## config.mk

```make
export PLATFORM = sky130hd
export DESIGN_NAME = ras_ctrl
export DESIGN_NICKNAME = d
export VERILOG_FILES = /design/src/rtl/ras_pkg.sv /design/src/rtl/ras_call_decode.sv /design/src/rtl/ras_ctrl.sv
export SDC_FILE = /design/constraint.sdc
export NUM_CORES = 1
export LEC_CHECK = 0
export BUFFER_PORTS_ARGS = -buffer_cell sky130_fd_sc_hd__buf_2
export CAP_MARGIN = 10
export CORE_ASPECT_RATIO = 0.75
export CORE_MARGIN = 4
export CORE_UTILIZATION = 40
export DETAILED_ROUTE_END_ITERATION = 6
export GPL_TIMING_DRIVEN = 0
export PLACE_DENSITY = 0.62
export SLEW_MARGIN = 10
export SYNTH_ARGS = -nofsm -noshare
export SYNTH_HDL_FRONTEND = slang
export SYNTH_SLANG_ARGS = --single-unit
```

## constraint.sdc

```tcl
create_clock -name clk -period 10 [get_ports clk]
set_input_delay 2 -clock clk [delete_from_list [all_inputs] [get_ports clk]]
set_output_delay 2 -clock clk [all_outputs]
set_load 0.03 [all_outputs]
```

## src/rtl/ras_pkg.sv

```systemverilog
// Shared types for the return-address-stack front-end controller.
package ras_pkg;

  typedef enum logic [1:0] {
    RAS_NONE,
    RAS_PUSH,
    RAS_POP,
    RAS_POPPUSH
  } ras_op_e;

  typedef enum logic {
    RUN,
    RECOVER
  } ras_ctrl_state_e;

  localparam logic [4:0] RAS_LINK_X1 = 5'd1;
  localparam logic [4:0] RAS_LINK_X5 = 5'd5;

  localparam logic [6:0] OPC_JAL  = 7'b1101111;
  localparam logic [6:0] OPC_JALR = 7'b1100111;

  function automatic logic is_link(input logic [4:0] r);
    return (r == RAS_LINK_X1) || (r == RAS_LINK_X5);
  endfunction

endpackage

```

## src/rtl/ras_call_decode.sv

```systemverilog
// Classifies one fetched instruction into a RAS operation.
// Compressed (16-bit) decoding is compiled in only when RAS_CTRL_RVC_EN is defined.
module ras_call_decode
  import ras_pkg::*;
(
  input  logic [31:0] instr_i,
  output ras_op_e     op_o,
  output logic        is_rvc_o
);

  logic [4:0] rd;
  logic [4:0] rs1;
  logic       rd_link;
  logic       rs1_link;
  logic       unused_bits;

  assign unused_bits = ^instr_i[31:20];

  always_comb begin
    op_o     = RAS_NONE;
    is_rvc_o = 1'b0;
    rd       = instr_i[11:7];
    rs1      = instr_i[19:15];
    rd_link  = is_link(rd);
    rs1_link = is_link(rs1);
    if (instr_i[1:0] == 2'b11) begin
      if (instr_i[6:0] == OPC_JAL) begin
        if (rd_link) op_o = RAS_PUSH;
      end else if (instr_i[6:0] == OPC_JALR && instr_i[14:12] == 3'b000) begin
        if (rd_link && !rs1_link)      op_o = RAS_PUSH;
        else if (rd_link && rs1_link)  op_o = (rd == rs1) ? RAS_PUSH : RAS_POPPUSH;
        else if (!rd_link && rs1_link) op_o = RAS_POP;
      end
    end
`ifdef RAS_CTRL_RVC_EN
    else begin
      is_rvc_o = 1'b1;
      // C.JAL (RV32) in quadrant 1; C.JR/C.JALR share funct3 100 in quadrant 2.
      if (instr_i[1:0] == 2'b01 && instr_i[15:13] == 3'b001) begin
        op_o = RAS_PUSH;
      end else if (instr_i[1:0] == 2'b10 && instr_i[15:13] == 3'b100 &&
                   instr_i[6:2] == 5'd0 && rd != 5'd0) begin
        if (instr_i[12])  op_o = (rd == RAS_LINK_X5) ? RAS_POPPUSH : RAS_PUSH;
        else if (rd_link) op_o = RAS_POP;
      end
    end
`endif
  end

endmodule

```

## src/rtl/ras_ctrl.sv

```systemverilog
// RAS front-end controller: call/return decode, RAS push/pop, prediction capture and hit/miss stats.
// Optional compressed decode via RAS_CTRL_RVC_EN.
module ras_ctrl
  import ras_pkg::*;
#(
  parameter int STAGES     = 2,
  parameter int XLEN       = 32,
  parameter int WIDTH      = XLEN - 1,
  parameter int PEND_DEPTH = 4,
  parameter int CNT_W      = 16
) (
  input  logic                  clk,
  input  logic                  rst_i,
  input  logic                  f_valid,
  output logic                  f_ready,
  input  logic [XLEN-1:0]       f_pc,
  input  logic [31:0]           f_instr,
  input  logic [STAGES-1:0]     adv_i,
  input  logic [STAGES-1:0]     kill_i,
  output logic                  ras_push,
  output logic                  ras_pop,
  output logic [WIDTH-1:0]      ras_din,
  output logic [STAGES-1:0]     ras_commit,
  output logic [STAGES-1:0]     ras_flush,
  input  logic [WIDTH-1:0]      ras_dout,
  input  logic                  ras_valid,
  output logic                  pred_valid,
  output logic [XLEN-1:0]       pred_target,
  input  logic                  resolve_valid,
  input  logic [XLEN-1:0]       resolve_target,
  output logic [CNT_W-1:0]      hit_cnt,
  output logic [CNT_W-1:0]      miss_cnt,
  output ras_ctrl_state_e       state_o
);

  localparam int PTR_W = $clog2(PEND_DEPTH);

  ras_ctrl_state_e   state_q, state_d;
  ras_op_e           op_q, op_d, dec_op;
  logic              op_valid_q, op_valid_d;
  logic [WIDTH-1:0]  ras_din_q, ras_din_d;
  logic [PTR_W:0]    wr_q, wr_d, rd_q, rd_d;
  logic [CNT_W-1:0]  hit_q, hit_d, miss_q, miss_d;
  logic [XLEN-1:0]   pend_mem [PEND_DEPTH];

  logic              dec_rvc;
  logic [XLEN-1:0]   ret_addr;
  logic              kill_any, accept, issue, pop_in_flight;
  logic              fifo_push, fifo_pop, fifo_empty;
  logic [PTR_W:0]    pend_cnt, occ;
  logic              unused_ret0;

  ras_call_decode u_dec (
    .instr_i  (f_instr),
    .op_o     (dec_op),
    .is_rvc_o (dec_rvc)
  );

  assign ret_addr    = f_pc + (dec_rvc ? XLEN'(2) : XLEN'(4));
  assign unused_ret0 = ret_addr[0];

  assign ras_commit = adv_i & ~kill_i;
  assign ras_flush  = kill_i;
  assign ras_din    = ras_din_q;
  assign hit_cnt    = hit_q;
  assign miss_cnt   = miss_q;
  assign state_o    = state_q;

  always_comb begin
    kill_any      = |kill_i;
    pend_cnt      = wr_q - rd_q;
    fifo_empty    = (pend_cnt == '0);
    pop_in_flight = op_valid_q && (op_q == RAS_POP || op_q == RAS_POPPUSH);
    // An in-flight return will occupy a slot next cycle, so reserve it now.
    occ           = pend_cnt + {{PTR_W{1'b0}}, pop_in_flight};
    f_ready       = !rst_i && (state_q == RUN) && (occ < (PTR_W+1)'(PEND_DEPTH));
    accept        = f_valid && f_ready;

    issue       = op_valid_q && !kill_any && !rst_i;
    ras_push    = issue && (op_q == RAS_PUSH || op_q == RAS_POPPUSH);
    ras_pop     = issue && (op_q == RAS_POP  || op_q == RAS_POPPUSH);
    pred_valid  = ras_pop && ras_valid;
    pred_target = {ras_dout, 1'b0};

    op_valid_d = accept && !kill_any && (dec_op != RAS_NONE);
    op_d       = accept ? dec_op : op_q;
    ras_din_d  = accept ? ret_addr[XLEN-1:1] : ras_din_q;

    fifo_push = pred_valid;
    fifo_pop  = resolve_valid && !fifo_empty;
    wr_d      = fifo_push ? wr_q + 1'b1 : wr_q;
    rd_d      = fifo_pop  ? rd_q + 1'b1 : rd_q;
    if (kill_any) begin
      wr_d = '0;
      rd_d = '0;
    end

    hit_d  = hit_q;
    miss_d = miss_q;
    if (fifo_pop) begin
      if (pend_mem[rd_q[PTR_W-1:0]] == resolve_target) begin
        if (hit_q != '1) hit_d = hit_q + 1'b1;
      end else begin
        if (miss_q != '1) miss_d = miss_q + 1'b1;
      end
    end

    state_d = state_q;
    case (state_q)
      RUN:     if (kill_any)  state_d = RECOVER;
      RECOVER: if (!kill_any) state_d = RUN;
      default: state_d = RUN;
    endcase
  end

  always_ff @(posedge clk) begin
    if (rst_i) begin
      state_q    <= RUN;
      op_q       <= RAS_NONE;
      op_valid_q <= 1'b0;
      ras_din_q  <= '0;
      wr_q       <= '0;
      rd_q       <= '0;
      hit_q      <= '0;
      miss_q     <= '0;
    end else begin
      state_q    <= state_d;
      op_q       <= op_d;
      op_valid_q <= op_valid_d;
      ras_din_q  <= ras_din_d;
      wr_q       <= wr_d;
      rd_q       <= rd_d;
      hit_q      <= hit_d;
      miss_q     <= miss_d;
    end
  end

  always_ff @(posedge clk) begin
    if (fifo_push) pend_mem[wr_q[PTR_W-1:0]] <= pred_target;
  end

endmodule

```

==> impl_table.tex <==
\begin{tabular}{lr}
\hline
Metric & Value \\
\hline
\multicolumn{2}{l}{\textbf{Worst setup path}} \\
\quad WS Path Type & in2out \\
\quad Cell depth of the worst flop-to-flop path & 12 \\
\quad Signal arrival time at the worst endpoint & 3540 ps \\
\quad Kind of capture point of the worst setup path & primary output \\
\quad Req. time, crit path & 8000 ps \\
\quad Endpoint of the lowest-slack register-to-register path & hit\_cnt[11] \\
\quad Critical Path Source Type & input port \\
\quad Peak fanout along the critical path & 10 \\
\quad Reg2reg setup slack & 5760 ps \\
\multicolumn{2}{l}{\textbf{STA}} \\
\quad Share of the cycle needed by the critical path after routing & 0.5538 \\
\quad Worst slew margin & 0.3250 \\
\quad Slew at the pin with the worst max-slew slack & 1008 ps \\
\quad Setup Skew & 16.69 ps \\
\quad Summed negative setup slack over all endpoints & 0 ps \\
\quad Setup slack after layout & 4462 ps \\
\quad Setup violation total in the final timing report & 0 \\
\quad Number of pins exceeding their max-slew limit in the final report & 0 \\
\quad Setup repair after global routing missed its margin & false \\
\quad Final hold violations & 0 \\
\quad Fmax & 180.6 MHz \\
\quad Time the final worst path needs with I/O delays and setup & 5538 ps \\
\multicolumn{2}{l}{\textbf{Floorplanning}} \\
\quad Initial cell density of the core & 0.4104 \\
\quad Core box area & 22290 um\^{}2 \\
\quad Area of the die & 25380 um\^{}2 \\
\quad Die Span X & 182.6 um \\
\quad Ports & 240 \\
\quad Die Span Y & 139.0 um \\
\quad Number of placement rows & 47 \\
\multicolumn{2}{l}{\textbf{CTS}} \\
\quad Post-CTS setup repair buffer count & 0 \\
\quad TritonCTS clock tree & yes \\
\quad Clock Tree Root & clkbuf\_16 \\
\quad Skew-Pair Late Insertion Delay & 430 ps \\
\quad Htree depth & 4 \\
\quad \# clock sinks & 199 \\
\quad Hold buffers post-CTS & 0 \\
\quad Number of gates given a new drive strength after cts & 0 \\
\quad CTS clk-pin slew, worst paths & 70 ps \\
\quad Num CTS Buffers & 17 \\
\quad Number of buffers on the longest clock path & 2 \\
\multicolumn{2}{l}{\textbf{Run status}} \\
\quad Outcome & finished, final reports clean \\
\multicolumn{2}{l}{\textbf{Global routing}} \\
\quad Vias in the first global route & 6312 \\
\quad First-pass GRT wire length & 34680 um \\
\quad Pin count of the biggest net entering global routing & 28 \\
\quad Total routing resource utilization after global routing & 0.1729 \\
\quad Antenna violations before repair & 0 \\
\quad GR Overflow Total & 0 \\
\multicolumn{2}{l}{\textbf{Cells and area}} \\
\quad Post-route cell area & 11320 um\^{}2 \\
\quad Fraction of layout cells with a size suffix above 1 & 0.3304 \\
\quad Inserted Diodes & 0 \\
\quad Area delta synth->final & 23.79\% \\
\quad Number of filler instances in the final layout & 2017 \\
\quad Count of nets after finishing & 1144 \\
\quad Core Util, Final & 0.5081 \\
\quad Layout Cells excl Fill & 1305 \\
\multicolumn{2}{l}{\textbf{Placed design}} \\
\quad Buffers added on ports & 225 \\
\quad Pre-CTS setup slack & 4430 ps \\
\quad Final HPWL DP & 16280 um \\
\quad Number of instances in the placed design & 1273 \\
\quad GPL Wtd Cong & 0.8123 \\
\quad Area of placed instances & 10740 um\^{}2 \\
\multicolumn{2}{l}{\textbf{Route}} \\
\quad First-iteration detailed-routing DRC count & 373 \\
\quad Wirelength, routed & 21970 um \\
\quad Via count & 6546 \\
\quad Mean routed wirelength per cell & 16.83 um \\
\quad Antenna violation net count after detailed routing & 0 \\
\quad Ratio of routed vias to standard cells & 5.016 \\
\quad Residual DRC & 0 \\
\quad 1st-pass router iterations & 5 \\
\multicolumn{2}{l}{\textbf{Logic synthesis}} \\
\quad Number of nets produced by synthesis & 896 \\
\quad Count of different cell masters after synthesis & 61 \\
\quad Synth area leader & edfxtp\_1 \\
\quad Post-synth top flop & edfxtp\_1 \\
\quad Most numerous cell in the Yosys netlist & edfxtp\_1 \\
\quad Synth cell count leaders & edfxtp\_1 (124), nor2\_1 (82), dfxtp\_1 (75) \\
\quad Fraction of post-synthesis cell area in the top cell type by area & 0.4071 \\
\quad Mean cell area of the mapped netlist & 12.20 um\^{}2 \\
\quad Count of flip-flops with a built-in enable after synthesis & 124 \\
\quad Cell area after technology mapping & 9148 um\^{}2 \\
\quad Total of warnings raised by yosys & 0 \\
\quad Synthesized flop and latch total & 199 \\
\quad Sequential share of the synthesized area & 0.5712 \\
\quad Cells after Synth & 750 \\
\quad Share of flip-flops with an asynchronous set or reset & 0 \\
\quad Cells taking the most area after synthesis & edfxtp\_1 (41\%), dfxtp\_1 (16\%), mux4\_2 (3.9\%) \\
\multicolumn{2}{l}{\textbf{Power}} \\
\quad Worst IR Drop VDD & 115.5 uV \\
\quad Total power divided by cell area & 149.9 nW/um\^{}2 \\
\quad P\_leak & 0.004259 uW \\
\multicolumn{2}{l}{\textbf{Min path}} \\
\quad Cell depth of the worst min-delay path & 2 \\
\quad WHS Endpoint & ras\_din[0] \\
\quad Startpoint of the lowest-slack hold path & ras\_din[0] \\
\quad Kind of path behind the tightest hold check & reg2reg \\
\multicolumn{2}{l}{\textbf{Flow run}} \\
\quad Max\_cap viols & 0 \\
\hline
\end{tabular}
area by class of cell:
type	count	area (um^2)	area share
repair buffers	229	1221	0.1078
well taps	294	367.9	0.03249
inverters	17	63.81	0.005635
clock inverters	14	152.6	0.01348
plain buffers	65	436.7	0.03856
multi-input cells	469	3427	0.3027
flip-flops and latches	199	5225	0.4614
clock buffers	18	429.2	0.03790
worst max path at each step:
| stage | startpoint | endpoint | slack [ps] | cells past startpoint |
|---|---|---|---|---|
| CTS | rst_i | pred_valid | 4420 | 7 |
| finish | rst_i | pred_valid | 4460 | 7 |
| detailed placement | rst_i | pred_valid | 4430 | 7 |
| global route | rst_i | pred_valid | 4240 | 7 |
| global placement | rst_i | pred_valid | 4420 | 7 |
| floorplan | kill_i[0] | pred_valid | 4570 | 5 |
flip-flops by register name, indices dropped and copies added (netlist names), named ones only:
register and flops:
op_valid_q 1, pend_mem 124, state_o 1, op_q 2, rd_q 3, wr_q 3, miss_cnt 16, ras_din 31
hit_cnt 16
placed cells by master, fill, tap and decap left out, types with 8 or more instances in the layout:
| cell | instances |
|---|---|
| a21oi_1 | 18 |
| xor2_1 | 30 |
| and3_1 | 11 |
| nor2b_1 | 14 |
| buf_4 | 36 |
| clkbuf_1 | 18 |
| a211oi_1 | 28 |
| nor3_1 | 15 |
| mux2i_1 | 29 |
| ha_1 | 9 |
| dfxtp_1 | 75 |
| nand2_1 | 40 |
| nand4_1 | 12 |
| buf_2 | 228 |
| or4_1 | 8 |
| edfxtp_1 | 124 |
| nand3_1 | 35 |
| clkbuf_16 | 17 |
| xnor2_1 | 39 |
| inv_1 | 16 |
| nor2_1 | 82 |
| mux4_2 | 16 |
report_power, final:
part | switching (uW) | total [uW] | internal [uW] | leakage [uW]
clock | 342 | 677 | 335 | 0.000283
combinational | 85.9 | 139 | 53.3 | 0.00225
sequential | 4.03 | 881 | 877 | 0.00172
cells by family (layout without fill, tap and decap cells):
kind of cell | after synthesis | in the layout | share of synthesized area
simple gates | 244 | 244 | 0.1319
flops | 199 | 199 | 0.5712
xor+xnor | 69 | 69 | 0.06606
fa+ha+maj | 10 | 10 | 0.01450
other cells | 1 | 1 | 0.0004099
buf+inv | 82 | 343 | 0.05471
mux | 58 | 58 | 0.09369
compound gates | 87 | 87 | 0.06757
worst max-delay path: stages:
cell and delay, ps:
buf_2 100, clkinv_1 200, nand2_1 290, nor2_1 340
and2_1 180, clkbuf_1 180, buf_2 250
per-stage QoR:
stage	total power, uW	hold WS, ps
floorplan	975.8	454.3
global placement	1039	440.0
detailed placement	1040	452.8
CTS	1714	463.8
global route	1761	485.0
finish	1697	459.3
per-layer routing:
| metal | wire (um) | GRT usage |
|---|---|---|
| met2 | 9896 | 0.2627 |
| met3 | 1225 | 0.03487 |
| met4 | 199 | 0.04659 |
| met1 | 10650 | 0.2535 |
| met5 | 0 | 0 |
Note: power is estimated with default switching activity, not from simulation.
